==> config.mk <==
export PLATFORM = sky130hd
export DESIGN_NAME = adjust_controller
export DESIGN_NICKNAME = d
export VERILOG_FILES = /design/src/rtl/adjust_controller.sv
export SDC_FILE = /design/constraint.sdc
export NUM_CORES = 1
export LEC_CHECK = 0
export BUFFER_PORTS_ARGS = -buffer_cell sky130_fd_sc_hd__buf_2
export CAP_MARGIN = 40
export CORE_AREA = 2 2 113 115
export DETAILED_ROUTE_END_ITERATION = 7
export DIE_AREA = 0 0 115 117
export PLACE_DENSITY = 0.67
export SLEW_MARGIN = 0
export SYNTH_ARGS = -nofsm -noshare
export SYNTH_HDL_FRONTEND = slang
export SYNTH_SLANG_ARGS = --single-unit
==> constraint.sdc <==
create_clock -name clk -period 2.4 [get_ports clk]
set_clock_uncertainty 0.05 [all_clocks]
set_input_delay 0.36 -clock clk [delete_from_list [all_inputs] [get_ports clk]]
set_output_delay 0.36 -clock clk [all_outputs]
set_load 0.005 [all_outputs]
==> src/rtl/adjust_controller.sv <==
// Time-set sequencer: walks the setting mode through hour/minute/second, issues
// single-cycle increment pulses with auto-repeat, handles inactivity timeout and
// drives the blink for the selected field. All outputs come straight from flops.
module adjust_controller #(
  parameter int unsigned HOLD_CYCLES    = 50_000_000,
  parameter int unsigned REPEAT_CYCLES  = 10_000_000,
  parameter int unsigned TIMEOUT_CYCLES = 500_000_000,
  parameter int unsigned BLINK_CYCLES   = 25_000_000
) (
  input  logic       clk,
  input  logic       clear,
  input  logic       mode,
  input  logic       adjust,
  output logic       setting,
  output logic [1:0] sel,
  output logic       inc_hour,
  output logic       inc_min,
  output logic       inc_sec,
  output logic       blink
);

  localparam int unsigned MaxHr  = (HOLD_CYCLES > REPEAT_CYCLES) ? HOLD_CYCLES : REPEAT_CYCLES;
  localparam int unsigned MaxTb  = (TIMEOUT_CYCLES > BLINK_CYCLES) ? TIMEOUT_CYCLES : BLINK_CYCLES;
  localparam int unsigned MaxCyc = (MaxHr > MaxTb) ? MaxHr : MaxTb;
  localparam int unsigned CntW   = $clog2(MaxCyc);

  localparam logic [CntW-1:0] HoldLast    = CntW'(HOLD_CYCLES - 1);
  localparam logic [CntW-1:0] RepeatLast  = CntW'(REPEAT_CYCLES - 1);
  localparam logic [CntW-1:0] TimeoutLast = CntW'(TIMEOUT_CYCLES - 1);
  localparam logic [CntW-1:0] BlinkLast   = CntW'(BLINK_CYCLES - 1);

  // Encoding doubles as the sel output value.
  typedef enum logic [1:0] {
    StIdle = 2'b00,
    StHour = 2'b01,
    StMin  = 2'b10,
    StSec  = 2'b11
  } state_e;

  state_e          state_q, state_d;
  logic            setting_q, setting_d;
  logic            inc_hour_q, inc_hour_d;
  logic            inc_min_q, inc_min_d;
  logic            inc_sec_q, inc_sec_d;
  logic            blink_q, blink_d;
  logic            mode_prev_q, adj_prev_q;
  logic            armed_q, armed_d;   // a pulse was issued and adjust is still held
  logic            rep_q, rep_d;       // past the initial hold delay, in repeat phase
  logic [CntW-1:0] hold_q, hold_d;
  logic [CntW-1:0] inact_q, inact_d;
  logic [CntW-1:0] bcnt_q, bcnt_d;

  logic mode_edge, adj_edge, pulse;

  assign mode_edge = mode & ~mode_prev_q;
  assign adj_edge  = adjust & ~adj_prev_q;

  // Next state, pulse generation, hold/repeat and inactivity counters.
  always_comb begin
    state_d = state_q;
    armed_d = armed_q;
    rep_d   = rep_q;
    hold_d  = hold_q;
    inact_d = inact_q;
    pulse   = 1'b0;
    if (state_q == StIdle) begin
      armed_d = 1'b0;
      rep_d   = 1'b0;
      hold_d  = '0;
      inact_d = '0;
      if (mode_edge) state_d = StHour;
    end else if (mode_edge) begin
      // Mode wins over any adjust activity in the same cycle.
      unique case (state_q)
        StHour:  state_d = StMin;
        StMin:   state_d = StSec;
        default: state_d = StIdle;
      endcase
      armed_d = 1'b0;
      rep_d   = 1'b0;
      hold_d  = '0;
      inact_d = '0;
    end else if (adjust) begin
      inact_d = '0;
      if (adj_edge) begin
        pulse   = 1'b1;
        armed_d = 1'b1;
        rep_d   = 1'b0;
        hold_d  = '0;
      end else if (armed_q) begin
        if (hold_q == (rep_q ? RepeatLast : HoldLast)) begin
          pulse  = 1'b1;
          rep_d  = 1'b1;
          hold_d = '0;
        end else if (hold_q != '1) begin
          hold_d = hold_q + 1'b1;
        end
      end
    end else begin
      armed_d = 1'b0;
      rep_d   = 1'b0;
      hold_d  = '0;
      if (inact_q == TimeoutLast) begin
        state_d = StIdle;
        inact_d = '0;
      end else if (inact_q != '1) begin
        inact_d = inact_q + 1'b1;
      end
    end
  end

  // Registered outputs: setting, increment pulses and blink phase.
  always_comb begin
    setting_d  = (state_d != StIdle);
    inc_hour_d = pulse && (state_q == StHour);
    inc_min_d  = pulse && (state_q == StMin);
    inc_sec_d  = pulse && (state_q == StSec);
    blink_d    = blink_q;
    bcnt_d     = bcnt_q;
    if (state_d == StIdle) begin
      blink_d = 1'b0;
      bcnt_d  = '0;
    end else if ((state_d != state_q) || pulse) begin
      // Show the field on entry and whenever a digit changes.
      blink_d = 1'b1;
      bcnt_d  = '0;
    end else if (bcnt_q == BlinkLast) begin
      blink_d = ~blink_q;
      bcnt_d  = '0;
    end else begin
      bcnt_d = bcnt_q + 1'b1;
    end
  end

  // State register with synchronous clear.
  always_ff @(posedge clk) begin
    if (clear) begin
      state_q     <= StIdle;
      setting_q   <= 1'b0;
      inc_hour_q  <= 1'b0;
      inc_min_q   <= 1'b0;
      inc_sec_q   <= 1'b0;
      blink_q     <= 1'b0;
      mode_prev_q <= 1'b0;
      adj_prev_q  <= 1'b0;
      armed_q     <= 1'b0;
      rep_q       <= 1'b0;
      hold_q      <= '0;
      inact_q     <= '0;
      bcnt_q      <= '0;
    end else begin
      state_q     <= state_d;
      setting_q   <= setting_d;
      inc_hour_q  <= inc_hour_d;
      inc_min_q   <= inc_min_d;
      inc_sec_q   <= inc_sec_d;
      blink_q     <= blink_d;
      mode_prev_q <= mode;
      adj_prev_q  <= adjust;
      armed_q     <= armed_d;
      rep_q       <= rep_d;
      hold_q      <= hold_d;
      inact_q     <= inact_d;
      bcnt_q      <= bcnt_d;
    end
  end

  assign setting  = setting_q;
  assign sel      = state_q;
  assign inc_hour = inc_hour_q;
  assign inc_min  = inc_min_q;
  assign inc_sec  = inc_sec_q;
  assign blink    = blink_q;

endmodule

==> impl_results.html <==
<table>
<tr><th>Metric</th><th>Value</th></tr>
<tr><th colspan="2">Placement</th></tr>
<tr><td>Gpl congestion</td><td>0.853</td></tr>
<tr><td>Post-Place Cells</td><td>734</td></tr>
<tr><td>Port bufs</td><td>10</td></tr>
<tr><td>DPL Wire Length</td><td>7600 um</td></tr>
<tr><td>Worst slack after detailed placement</td><td>0.181 ns</td></tr>
<tr><th colspan="2">Clocking</th></tr>
<tr><td>Clock transition time at the flip-flop clock pins of the worst setup and hold paths</td><td>about 0.07 ns</td></tr>
<tr><td>Clock network latency to the later pin of the worst-skew pair</td><td>0.36 ns</td></tr>
<tr><td>CTS HTree Levels</td><td>3</td></tr>
<tr><td>CTS Hold Bufs</td><td>0</td></tr>
<tr><td>Buffer cell driving the clock tree root</td><td>sky130_fd_sc_hd__clkbuf_16</td></tr>
<tr><td>TritonCTS clock tree</td><td>yes</td></tr>
<tr><td>Number of buffers inserted during clock tree synthesis</td><td>9</td></tr>
<tr><td>Number of buffers between clock root and the deepest sink</td><td>2</td></tr>
<tr><td>Sinks on Clock Net</td><td>98</td></tr>
<tr><th colspan="2">Global route</th></tr>
<tr><td>Wire length of the first global-routing pass</td><td>19000 um</td></tr>
<tr><td>All-Layer GR Usage</td><td>17.4%</td></tr>
<tr><td>Via count of the first global-routing pass</td><td>4042</td></tr>
<tr><td>Busiest grt layer</td><td>met2</td></tr>
<tr><td>Number of antenna violations at the first check in global routing</td><td>0</td></tr>
<tr><td>Global-route met3 utilization</td><td>3.86%</td></tr>
<tr><td>Largest net degree at the start of global routing</td><td>32</td></tr>
<tr><td>Total grt overflow</td><td>0</td></tr>
<tr><td>Grt met1 use</td><td>22.5%</td></tr>
<tr><td>Met2 capacity usage during global routing</td><td>28.1%</td></tr>
<tr><th colspan="2">Worst setup path</th></tr>
<tr><td>Start of the worst register-to-register path</td><td>inact_q[12]$_SDFFE_PP0P_</td></tr>
<tr><td>Worst Reg-to-Reg Cells</td><td>6</td></tr>
<tr><td>CP Capture Type</td><td>register</td></tr>
<tr><td>Worst reg-to-reg setup slack</td><td>0.16 ns</td></tr>
<tr><td>Cell breakdown of the critical path</td><td>or4_1, nor4_1, nand3_1, nand3b_1, buf_12, nor3_1</td></tr>
<tr><td>CP max stage cell</td><td>sky130_fd_sc_hd__nor4_1</td></tr>
<tr><td>CP required</td><td>2.59 ns</td></tr>
<tr><td>Cell family with the largest share of critical-path delay</td><td>simple AND/OR/NAND/NOR gates</td></tr>
<tr><td>CP Class</td><td>register to register</td></tr>
<tr><td>Terminus of the critical flop-to-flop path</td><td>bcnt_q[13]$_SDFF_PP0_</td></tr>
<tr><td>Startpoint kind of the worst setup timing path</td><td>register</td></tr>
<tr><td>Crit path buf inv count</td><td>1</td></tr>
<tr><td>CP max stage delay</td><td>0.55 ns</td></tr>
<tr><td>CP Data Arrival Time</td><td>2.44 ns</td></tr>
<tr><td>Largest driver fanout on the critical path</td><td>31</td></tr>
<tr><th colspan="2">Drt</th></tr>
<tr><td>1st-iter DRT viols</td><td>around 330</td></tr>
<tr><td>Routed WL</td><td>~11000 um</td></tr>
<tr><td>Routed WL per cell</td><td>14.7 um</td></tr>
<tr><td>Post-route antenna net violation count</td><td>0</td></tr>
<tr><td>First-pass detailed-route iteration total</td><td>5</td></tr>
<tr><td>Post-detailed-route DRC marker count</td><td>0</td></tr>
<tr><td>Via count</td><td>approximately 4400</td></tr>
<tr><td>Vias per cell</td><td>between 5 and 6</td></tr>
<tr><th colspan="2">Run</th></tr>
<tr><td>Max-capacitance violation count</td><td>0</td></tr>
<tr><th colspan="2">Yosys</th></tr>
<tr><td>FF+latch count, synth</td><td>98</td></tr>
<tr><td>YS warnings</td><td>0</td></tr>
<tr><td>Mean instance size in the synthesized netlist</td><td>around 8.5 um^2</td></tr>
<tr><td>Net count after synthesis</td><td>between 500 and 600</td></tr>
<tr><td>Number of distinct library cells after synthesis</td><td>59</td></tr>
<tr><td>Fraction of registers with async set/reset</td><td>0%</td></tr>
<tr><td>EDFF count, synth</td><td>0</td></tr>
<tr><td>Post-Syn Instances</td><td>slightly below 600</td></tr>
<tr><td>Ys flop type</td><td>sky130_fd_sc_hd__dfxtp_1</td></tr>
<tr><td>Cells taking the most area after synthesis</td><td>sky130_fd_sc_hd__dfxtp_1, sky130_fd_sc_hd__nor3_1, sky130_fd_sc_hd__a21oi_1</td></tr>
<tr><td>Cell taking the most area after synthesis</td><td>sky130_fd_sc_hd__dfxtp_1</td></tr>
<tr><td>Share of Yosys cell area claimed by the top area cell type</td><td>39.9%</td></tr>
<tr><td>Post-Synthesis Cell Area</td><td>4920 um^2</td></tr>
<tr><td>Sequential fraction of the synthesis area</td><td>39.9%</td></tr>
<tr><th colspan="2">Die</th></tr>
<tr><td>Floorplan row count</td><td>41</td></tr>
<tr><td>Ports placed on the boundary</td><td>11</td></tr>
<tr><td>Floorplan die height</td><td>117 um</td></tr>
<tr><td>Floorplan Core Area</td><td>12300 um^2</td></tr>
<tr><td>Effective utilization at floorplan</td><td>40.0%</td></tr>
<tr><td>X dimension of the die</td><td>about 120 um</td></tr>
<tr><td>Die area</td><td>about 13000 um^2</td></tr>
<tr><th colspan="2">STA</th></tr>
<tr><td>Max transition margin</td><td>59.9%</td></tr>
<tr><td>Final Hold Violating Endpoints</td><td>0</td></tr>
<tr><td>Setup violations, final</td><td>0</td></tr>
<tr><td>Fin worst setup slack</td><td>0.156 ns</td></tr>
<tr><td>Number of pins exceeding their max-slew limit in the final report</td><td>0</td></tr>
<tr><td>Post-layout min period</td><td>2.24 ns</td></tr>
<tr><td>Final clock period utilization by the worst path</td><td>between 90% and 100%</td></tr>
<tr><td>Setup repair after global routing missed its margin</td><td>false</td></tr>
<tr><td>Tightest Pin Transition</td><td>0.596 ns</td></tr>
<tr><td>Achievable Freq</td><td>around 0.45 GHz</td></tr>
<tr><td>Final TNS setup</td><td>0 ns</td></tr>
<tr><th colspan="2">Layout</th></tr>
<tr><td>Sequential cell area</td><td>1960 um^2</td></tr>
<tr><td>P&amp;R area growth vs syn</td><td>14.0%</td></tr>
<tr><td>Layout Nets</td><td>606</td></tr>
<tr><td>Final core utilization</td><td>between 40% and 50%</td></tr>
<tr><td>Most common cell after layout, fill and taps aside</td><td>sky130_fd_sc_hd__dfxtp_1</td></tr>
<tr><td>Fraction of final layout cells sized beyond drive strength 1</td><td>11.2%</td></tr>
<tr><td>Antenna diode count</td><td>0</td></tr>
<tr><td>Final Non-Filler Cells</td><td>750</td></tr>
<tr><td>Highest-count cells in the layout ignoring fill and taps</td><td>sky130_fd_sc_hd__dfxtp_1, sky130_fd_sc_hd__nand2_1, sky130_fd_sc_hd__nor3_1</td></tr>
<tr><td>Fillers</td><td>~1200</td></tr>
<tr><td>Combined area of the multi-input logic cells</td><td>between 2000 and 3000 um^2</td></tr>
<tr><th colspan="2">Min path</th></tr>
<tr><td>Hold crit path type</td><td>input pin to register</td></tr>
<tr><td>Number of instances on the worst hold path</td><td>2</td></tr>
<tr><td>Start point of the worst hold path</td><td>clear</td></tr>
<tr><td>Endpoint, Worst Hold</td><td>adj_prev_q$_SDFF_PP0_</td></tr>
<tr><th colspan="2">Run status</th></tr>
<tr><td>Status</td><td>finished, final reports clean</td></tr>
<tr><th colspan="2">Pwr</th></tr>
<tr><td>Cell Pwr Density</td><td>about 600 nW/um^2</td></tr>
<tr><td>Worst vdd rail ir drop</td><td>340 uV</td></tr>
<tr><td>Static Leak</td><td>0.00176 uW</td></tr>
</table>
-- worst reg2reg max path: cells and delay by family (launching register included) --
kind / cells / cell delay [ns]
flip-flops: 1 / 0.33
buffers and inverters: 1 / 0.20
AND/OR/NAND/NOR: 5 / 1.55
-- Yosys cell counts, types with 7 or more instances --
library cell,n
sky130_fd_sc_hd__dfxtp_1,98
sky130_fd_sc_hd__nand2_1,43
sky130_fd_sc_hd__nor3_1,41
sky130_fd_sc_hd__a21oi_1,39
sky130_fd_sc_hd__o21ai_0,28
sky130_fd_sc_hd__nand3_1,27
sky130_fd_sc_hd__nor2_1,27
sky130_fd_sc_hd__nand4_1,25
sky130_fd_sc_hd__or3_1,25
sky130_fd_sc_hd__xor2_1,20
sky130_fd_sc_hd__xnor2_1,19
sky130_fd_sc_hd__and3_1,15
sky130_fd_sc_hd__nor4_1,15
sky130_fd_sc_hd__or4_1,15
sky130_fd_sc_hd__clkbuf_1,11
sky130_fd_sc_hd__inv_1,11
sky130_fd_sc_hd__and4_1,10
sky130_fd_sc_hd__o31ai_1,10
sky130_fd_sc_hd__buf_2,9
sky130_fd_sc_hd__and2_1,7
sky130_fd_sc_hd__ha_1,7
sky130_fd_sc_hd__nand2b_1,7
sky130_fd_sc_hd__nor2b_1,7
-- registers in the layout (all words and copies together) (netlist names) --
| name | flops |
|---|---|
| rep_q | 1 |
| inc_min | 1 |
| setting | 1 |
| adj_prev_q | 1 |
| inc_hour | 1 |
| inact_q | 29 |
| blink | 1 |
| hold_q | 29 |
| armed_q | 1 |
| sel | 2 |
| mode_prev_q | 1 |
| bcnt_q | 29 |
| inc_sec | 1 |
-- per-stage QoR --
| step | total power, uW | area, um^2 | hold slack (ns) |
|---|---|---|---|
| global route | 3480 | 5610 | 0.231 |
| finish | 3370 | 5610 | 0.209 |
| detailed placement | 1800 | 5270 | 0.418 |
| global placement | 1790 | 5270 | 0.414 |
| CTS | 3410 | 5600 | 0.199 |
| floorplan | 1750 | 4920 | 0.382 |
-- logic make-up after synthesis --
group           count (synthesis)  share of synthesized area, %
simple gates                  288                          33.5
flops                          98                          39.9
compound gates                104                          13.5
fa+ha+maj                       7                          1.78
xor+xnor                       39                          6.94
mux                             5                          1.02
buf+inv                        37                          3.43
-- worst max-delay path by stage --
stage,startpoint,to,slack [ns],cells past startpoint
final,inact_q[12]$_SDFFE_PP0P_,bcnt_q[13]$_SDFF_PP0_,0.16,6
after floorplan,sel[0]$_SDFF_PP0_,inact_q[19]$_SDFFE_PP0P_,0.17,6
after global routing,inact_q[12]$_SDFFE_PP0P_,blink$_SDFFE_PP0P_,0.002,6
after CTS,sel[0]$_SDFF_PP0_,inact_q[18]$_SDFFE_PP0P_,0.14,6
after detailed placement,sel[1]$_SDFF_PP0_,inact_q[18]$_SDFFE_PP0P_,0.18,6
after global placement,inact_q[10]$_SDFFE_PP0P_,blink$_SDFFE_PP0P_,0.19,7
-- timing repair --
item,CTS,global route
setup endpoints to repair,0,2
setup buffers,0,0
gates resized for setup,0,2
-- layer usage --
layer,vias up,routed length [um]
met3,20,382
met1,2088,5270
li1,2181,-
met2,67,5120
met4,0,256
met5,-,0
-- area by class of cell --
| cell class | instances | area share, % |
|---|---|---|
| clock buffer | 9 | 4.02 |
| clock inverter | 7 | 1.92 |
| inverter | 11 | 0.736 |
| multi-input combinational | 443 | 50.1 |
| sequential | 98 | 35.0 |
| tap | 150 | 3.35 |
| timing repair buffer | 32 | 4.95 |
-- power by group --
part / switching, uW / internal, uW
clock network: 678 / 935
registers: 5.98 / 1630
logic: 74.9 / 45.8
Note: power is estimated with default switching activity, not from simulation.
